File: src/rtl/mem_lane_pkg.sv
// Shared types and helpers for the load/store lane controller.
// funct3 encodings, FSM state type and access size decode.
package mem_lane_pkg;

   localparam logic [2:0] F3_B  = 3'b000;
   localparam logic [2:0] F3_H  = 3'b001;
   localparam logic [2:0] F3_W  = 3'b010;
   localparam logic [2:0] F3_D  = 3'b011;
   localparam logic [2:0] F3_BU = 3'b100;
   localparam logic [2:0] F3_HU = 3'b101;
   localparam logic [2:0] F3_WU = 3'b110;

   typedef enum logic [1:0] {
      IDLE  = 2'd0,
      BEAT0 = 2'd1,
      BEAT1 = 2'd2,
      RESP  = 2'd3
   } state_t;

   // Access size in bytes: 1, 2, 4 or 8.
   function automatic logic [3:0] size_bytes(input logic [2:0] funct3);
      size_bytes = 4'd1 << funct3[1:0];
   endfunction

endpackage

File: src/rtl/mem_lane_ctrl_be_gen.sv
// Byte-enable and lane-aligned write data generation.
// Produces a double-width mask/data pair so word-crossing accesses split cleanly.
module be_gen
   import mem_lane_pkg::*;
#(
   parameter int XLEN = 32
) (
   input  logic [2:0]                 funct3,
   input  logic [$clog2(XLEN/8)-1:0]  off,
   input  logic [XLEN-1:0]            wdata,
   output logic [2*(XLEN/8)-1:0]      mask2,
   output logic [2*XLEN-1:0]          wdata2
);

   localparam int BYTES = XLEN / 8;

   logic [BYTES-1:0] lanes;
   logic [XLEN-1:0]  wd;
   int               nb;

   // Size mask and size-trimmed data, then shift both to the byte offset.
   always_comb begin
      nb    = int'(size_bytes(funct3));
      lanes = '0;
      wd    = '0;
      for (int i = 0; i < BYTES; i++) begin
         lanes[i] = (i < nb);
         if (i < nb) wd[8*i +: 8] = wdata[8*i +: 8];
      end
      mask2  = {{BYTES{1'b0}}, lanes} << off;
      wdata2 = {{XLEN{1'b0}}, wd} << {off, 3'b000};
   end

endmodule

File: src/rtl/mem_lane_ctrl.sv
// Load/store lane controller between the memory stage and data memory.
// Sequences one or two memory beats per access and extends load data.
module mem_lane_ctrl
   import mem_lane_pkg::*;
#(
   parameter int XLEN           = 32,
   parameter int ADDR_WIDTH     = 32,
   parameter int MISALIGN_SPLIT = 1
) (
   input  logic                  clk,
   input  logic                  rst_n,
   input  logic                  req_valid,
   output logic                  req_ready,
   input  logic                  req_we,
   input  logic [2:0]            req_funct3,
   input  logic [ADDR_WIDTH-1:0] req_addr,
   input  logic [XLEN-1:0]       req_wdata,
   output logic                  mem_valid,
   input  logic                  mem_ready,
   output logic                  mem_we,
   output logic [ADDR_WIDTH-1:0] mem_addr,
   output logic [XLEN/8-1:0]     mem_be,
   output logic [XLEN-1:0]       mem_wdata,
   input  logic [XLEN-1:0]       mem_rdata,
   output logic                  rsp_valid,
   output logic [XLEN-1:0]       rsp_rdata,
   output logic                  rsp_fault
);

   localparam int BYTES = XLEN / 8;
   localparam int OFFW  = $clog2(BYTES);

   state_t                state, state_nx;
   logic                  we_q;
   logic [2:0]            f3_q;
   logic [ADDR_WIDTH-1:0] addr_q;
   logic [XLEN-1:0]       wdata_q;
   logic                  fault_q;
   logic [2*XLEN-1:0]     rbuf;

   logic [OFFW-1:0]       off_q;
   logic [2*BYTES-1:0]    mask2;
   logic [2*XLEN-1:0]     wdata2;
   logic                  split_q;
   logic [ADDR_WIDTH-1:0] base_q;

   logic                  accept;
   logic                  in_legal;
   logic                  in_cross;
   logic                  in_fault;

   logic [2*XLEN-1:0]     shifted;
   logic [XLEN-1:0]       load_res;
   logic                  sgn;
   int                    nb;
   int                    in_end;

   assign off_q   = addr_q[OFFW-1:0];
   assign base_q  = {addr_q[ADDR_WIDTH-1:OFFW], {OFFW{1'b0}}};
   assign split_q = |mask2[2*BYTES-1:BYTES];
   assign accept  = (state == IDLE) && req_valid;

   be_gen #(
      .XLEN (XLEN)
   ) u_be_gen (
      .funct3 (f3_q),
      .off    (off_q),
      .wdata  (wdata_q),
      .mask2  (mask2),
      .wdata2 (wdata2)
   );

   // Classify the incoming request: legal encoding and word crossing.
   always_comb begin
      in_legal = 1'b0;
      if (req_we) begin
         unique case (req_funct3)
            F3_B, F3_H, F3_W: in_legal = 1'b1;
            F3_D:             in_legal = (XLEN == 64);
            default:          in_legal = 1'b0;
         endcase
      end else begin
         unique case (req_funct3)
            F3_B, F3_H, F3_W, F3_BU, F3_HU: in_legal = 1'b1;
            F3_D, F3_WU:                    in_legal = (XLEN == 64);
            default:                        in_legal = 1'b0;
         endcase
      end
      in_end   = int'(req_addr[OFFW-1:0]) + int'(size_bytes(req_funct3));
      in_cross = (in_end > BYTES);
      in_fault = !in_legal || ((MISALIGN_SPLIT == 0) && in_cross);
   end

   // State register.
   always_ff @(posedge clk or negedge rst_n) begin
      if (!rst_n) state <= IDLE;
      else        state <= state_nx;
   end

   // Request field capture on acceptance.
   always_ff @(posedge clk or negedge rst_n) begin
      if (!rst_n) begin
         we_q    <= 1'b0;
         f3_q    <= '0;
         addr_q  <= '0;
         wdata_q <= '0;
         fault_q <= 1'b0;
      end else if (accept) begin
         we_q    <= req_we;
         f3_q    <= req_funct3;
         addr_q  <= req_addr;
         wdata_q <= req_wdata;
         fault_q <= in_fault;
      end
   end

   // Load beat capture; a first beat also clears the upper half.
   always_ff @(posedge clk or negedge rst_n) begin
      if (!rst_n) begin
         rbuf <= '0;
      end else if (mem_ready && !we_q) begin
         if (state == BEAT0)
            rbuf <= {{XLEN{1'b0}}, mem_rdata};
         else if (state == BEAT1)
            rbuf[2*XLEN-1:XLEN] <= mem_rdata;
      end
   end

   // Extract the addressed bytes and sign or zero extend.
   always_comb begin
      shifted  = rbuf >> {off_q, 3'b000};
      nb       = int'(size_bytes(f3_q));
      sgn      = !f3_q[2] && shifted[8*nb-1];
      load_res = '0;
      for (int i = 0; i < XLEN; i++)
         load_res[i] = (i < 8*nb) ? shifted[i] : sgn;
   end

   // Next state and output decode.
   always_comb begin
      state_nx  = state;
      req_ready = 1'b0;
      mem_valid = 1'b0;
      mem_we    = 1'b0;
      mem_addr  = '0;
      mem_be    = '0;
      mem_wdata = '0;
      rsp_valid = 1'b0;
      rsp_rdata = '0;
      rsp_fault = 1'b0;
      unique case (state)
         IDLE: begin
            req_ready = 1'b1;
            if (req_valid) state_nx = in_fault ? RESP : BEAT0;
         end
         BEAT0: begin
            mem_valid = 1'b1;
            mem_we    = we_q;
            mem_addr  = base_q;
            mem_be    = mask2[BYTES-1:0];
            if (we_q) mem_wdata = wdata2[XLEN-1:0];
            if (mem_ready) state_nx = split_q ? BEAT1 : RESP;
         end
         BEAT1: begin
            mem_valid = 1'b1;
            mem_we    = we_q;
            mem_addr  = base_q + ADDR_WIDTH'(BYTES);
            mem_be    = mask2[2*BYTES-1:BYTES];
            if (we_q) mem_wdata = wdata2[2*XLEN-1:XLEN];
            if (mem_ready) state_nx = RESP;
         end
         RESP: begin
            rsp_valid = 1'b1;
            rsp_fault = fault_q;
            if (!we_q && !fault_q) rsp_rdata = load_res;
            state_nx = IDLE;
         end
         default: state_nx = IDLE;
      endcase
   end

endmodule
File: config.mk
export PLATFORM = sky130hd
export DESIGN_NAME = mem_lane_ctrl
export DESIGN_NICKNAME = d
export VERILOG_FILES = /design/src/rtl/mem_lane_pkg.sv /design/src/rtl/mem_lane_ctrl_be_gen.sv /design/src/rtl/mem_lane_ctrl.sv
export SDC_FILE = /design/constraint.sdc
export NUM_CORES = 1
export LEC_CHECK = 0
export BUFFER_PORTS_ARGS = -buffer_cell sky130_fd_sc_hd__buf_2
export CORE_MARGIN = 3
export CORE_UTILIZATION = 45
export CTS_CLUSTER_SIZE = 10
export DETAILED_ROUTE_END_ITERATION = 8
export HOLD_SLACK_MARGIN = 0.08
export PLACE_DENSITY_LB_ADDON = 0.2
export SYNTH_ARGS = -nofsm -noshare
export SYNTH_HDL_FRONTEND = slang
export SYNTH_SLANG_ARGS = --single-unit
export TNS_END_PERCENT = 10
File: constraint.sdc
create_clock -name clk -period 3.6 [get_ports clk]
set_input_delay 0.72 -clock clk [delete_from_list [all_inputs] [get_ports clk]]
set_output_delay 0.72 -clock clk [all_outputs]
set_load 0.02 [all_outputs]
==> results summary <==
The number of hold buffers added after cts is 0. At the later pin of the worst-skew pair, clock insertion delay measures ~0.42 ns. Leaving out fill and tap cells, the most frequent cells in the layout are buf_2, mux2_2, dfrtp_1.

The biggest fanout along the worst timing path is 7. The clock skew came out at between 0.008 and 0.009 ns. The highest clock rate came out at 285 MHz.

The global routing usage summed across all routing layers came out at a little under a quarter. The standby leakage power is roughly 0.0047 uW. The library cell used most frequently in the layout, excluding fill and tap cells, is buf_2. The floorplan die width is around 140 um. The core region is between 15000 and 20000 sq um. In the routed layout, each cell is associated on average with a via count of between 5 and 6. The first-pass GRT wire length came out at about 37000 um.

The total DRC errors in the routed layout came out at 0. The leftover overflow at the end of global routing is 0. The sequential fraction of design power is about 28%. The final standard cell utilization of the core is between 50% and 60%. In this run, synthesis inferred 0 flip-flops with an integrated enable. The number of DRC markers in iteration 0 came out at about 400. The power density over the cells came out at roughly 1000 nW/um^2.

Setup slack on the worst reg-to-reg path comes out at 1.50 ns. The count of boundary I/O pins is between 200 and 250. In this run, the combinational gates consume 52.6% of the power. The maximum level of the CTS H-tree is 4.

The clock-pin transition on the worst setup and hold timing paths came out at roughly 0.060 ns. The floorplan die area is approximately 20000 sq um. The fraction of power spent switching nets is around 44%. The tool flagged a number of max-cap violations equal to 0. The per-cell routed wire length came out at ~18 um. The sequential cells in the finished layout cover a total of about 3200 sq um. Setup repair after global routing could not meet its margin everywhere.

The final period demand of the worst path came out at about 3.5 ns. The class of the most critical hold timing path is in -> async. The critical setup path kind is reg -> out.

The maximum number of pins on one net before global-route repair came out at 52. After the flow finishes, the layout carries non-filler instances totaling roughly 1300. CTS saw ~130 sinks.

The pin slew with the least headroom to its limit came out at between 0.7 and 0.8 ns. The final net count came out at around 1100. The synthesized instance count came out at between 800 and 900. The arrival time of data at the critical path endpoint is around 2.8 ns. In this run the remaining antenna-violating nets after routing total 0. The final-report setup violation count came out at 0. Row generation in the floorplan step produced 48 rows. The data required time at the worst endpoint is about 2.9 ns.

After detailed placement, the design holds a cell count of approximately 1200. The portion of the post-synthesis area used by sequential elements came out at around 40%. The filler cells instantiated in the layout total 1602. The cell-internal power came out at around 5700 uW. The number of different library cells in the post-synthesis netlist is 62. The number of global-route vias before repair came to just under 7000.

The worst slew slack as a fraction of its limit came out at 50.7%. After detailed routing, the total wire length is between 20000 and 25000 um. From synthesis to final layout, the design area changed by 24.0%. The clock network is responsible for 18.9% of the overall power. The share of cells above drive strength 1 is roughly two fifths.

The worst register-to-register path ends at wdata_q[25]. The post-synth design cell area came out at 8120 sq um. The depth of the most critical reg-to-reg path came out at 5. In the final layout, the multi-input gates occupy approximately 4700 sq um.

For this run, the leading register cell type out of synthesis is dfrtp_1. The worst setup path is captured at a primary output. The count of warnings emitted by yosys is 0. The final setup TNS is 0 ns. The peak ir drop on the vdd network is about 460 uV. The average footprint of a synthesized cell came out at a little under 10 sq um. Clock tree synthesis inserted a total of 17 buffers.

In the finished design, the share of the clock period the worst path needs comes to a little over nine tenths. The total count of hold-check failures in the final report came out at 0. The count of buffers from port buffering came out at 206. The worst register-to-register path begins at state[0]. The analysis attributes to net switching a power of roughly 4400 uW.

The CTS tree is built. The initial antenna violation count is 4. In this run, synthesis produced a sequential element count of roughly 130. In this run the vertical extent of the chip is about 140 um. The count of final max-slew check failures was 0. The tree is rooted in a clkbuf_16. Detailed placement finished with a half-perimeter wire length of 16100 um. The first-pass iteration count of the detailed router came out at 5. Once the floorplan was initialized, standard cells occupied a little under half of the core. The routed layout has 7221 vias. At the end of routability-driven placement, the weighted congestion stood at 0.801. The run finished with clean final reports. The startpoint kind of the worst setup timing path is a flop. The clock tree buffer depth is 2.

Counting flops with an async set or reset pin after synthesis yields a share of 100%.
==> state kept, by name (all words and copies together), names as in the netlist <==
signal,cells
we_q,1
wdata_q,32
fault_q,1
state,2
addr_q,32
f3_q,3
rbuf,56
==> cells by family after synthesis <==
kind of cell	synth area share (%)
AO/OA/AOI/OAI	17.1
AND/OR/NAND/NOR	15.3
other	0.0462
adder cells (fa/ha/maj)	0.925
XOR/XNOR	0.432
multiplexers	22.7
buffers and inverters	4.25
flip-flops	39.1
==> cell type report <==
type                            count  share of cell area (%)
Antenna cell                        1                  0.0249
Clock buffer                       18                    4.26
Clock inverter                     14                    2.25
Inverter                           10                   0.373
Multi-Input combinational cell    631                    46.2
Sequential cell                   127                    31.6
Tap cell                          225                    2.80
Timing Repair Buffer              232                    12.5
==> synthesized netlist by cell type (5+ instances only) <==
library cell	number	area share, %
mux2i_1	21	2.6
nand2b_1	27	2.1
buf_1	16	0.74
and2_1	14	1.1
nand3_1	34	2.1
mux4_2	7	1.9
o21a_1	5	0.46
o21ai_0	71	4.4
a22o_1	15	1.6
inv_1	10	0.46
o21ai_2	10	1.1
a22oi_1	22	2.0
nor2_1	39	1.8
dfrtp_1	127	39
clkbuf_1	36	1.7
mux2_2	130	18
nand2_1	85	3.9
o22ai_1	5	0.39
buf_2	11	0.68
ha_1	6	0.92
nand4_1	12	0.92
a211o_1	6	0.65
a211oi_1	10	0.92
a21oi_1	29	1.8
a31oi_1	8	0.62
nor2b_1	14	1.1
==> worst max-delay path by stage <==
stage | to | startpoint | cells past startpoint | slack, ns
after floorplan | rsp_rdata[7] | f3_q[1] | 9 | 0.36
after global placement | rsp_rdata[17] | f3_q[0] | 7 | 0.42
after detailed placement | rsp_rdata[19] | f3_q[0] | 7 | 0.33
after CTS | rsp_rdata[9] | f3_q[0] | 7 | 0.02
after global routing | rsp_rdata[9] | f3_q[0] | 7 | -0.06
final | rsp_rdata[9] | f3_q[0] | 7 | 0.09
==> critical path: stages, from the launching register on <==
cell and delay, ns:
dfrtp_1 0.43, or2_2 0.35, ha_4 0.32, nor4_1 0.08, a2111oi_4 0.51, nand2_1 0.34
o21ai_0 0.16, buf_2 0.19
==> power by group through the flow <==
stage	Sequential (uW)	Clock, uW	Combinational (uW)
global placement	2850	0	5160
finish	2890	1920	5350
floorplan	2570	0	4050
detailed placement	2880	0	5230
CTS	2870	1960	5290
global route	3000	2030	5820
==> per-layer routing <==
layer | vias up | track usage, % | wire length (um) | part of all wire [%]
met3 | 39 | 6.76 | 1720 | 7.4
li1 | 3435 | - | - | -
met4 | 6 | 6.83 | 395 | 1.7
met2 | 287 | 35.6 | 10800 | 47
met5 | - | 0 | 28 | 0.12
met1 | 3454 | 31.6 | 10200 | 44
==> per-stage QoR <==
| step | instance area [sq um] | setup WS, ns | power, uW | hold slack (ns) |
|---|---|---|---|---|
| after floorplan | 8120 | 0.357 | 6630 | 0.424 |
| after global routing | 10100 | -0.0571 | 10800 | 0.357 |
| after CTS | 10000 | 0.0250 | 10100 | 0.339 |
| final | 10100 | 0.0906 | 10200 | 0.322 |
| after detailed placement | 9340 | 0.329 | 8110 | 0.471 |
| after global placement | 9340 | 0.423 | 8010 | 0.456 |
==> repair_timing <==
action,CTS,global route
resized for setup,2,3
pin swaps,2,0
buffers inserted,2,0
cloned,0,1
setup endpoints to repair,19,30
(Power assumes the default switching activity.)
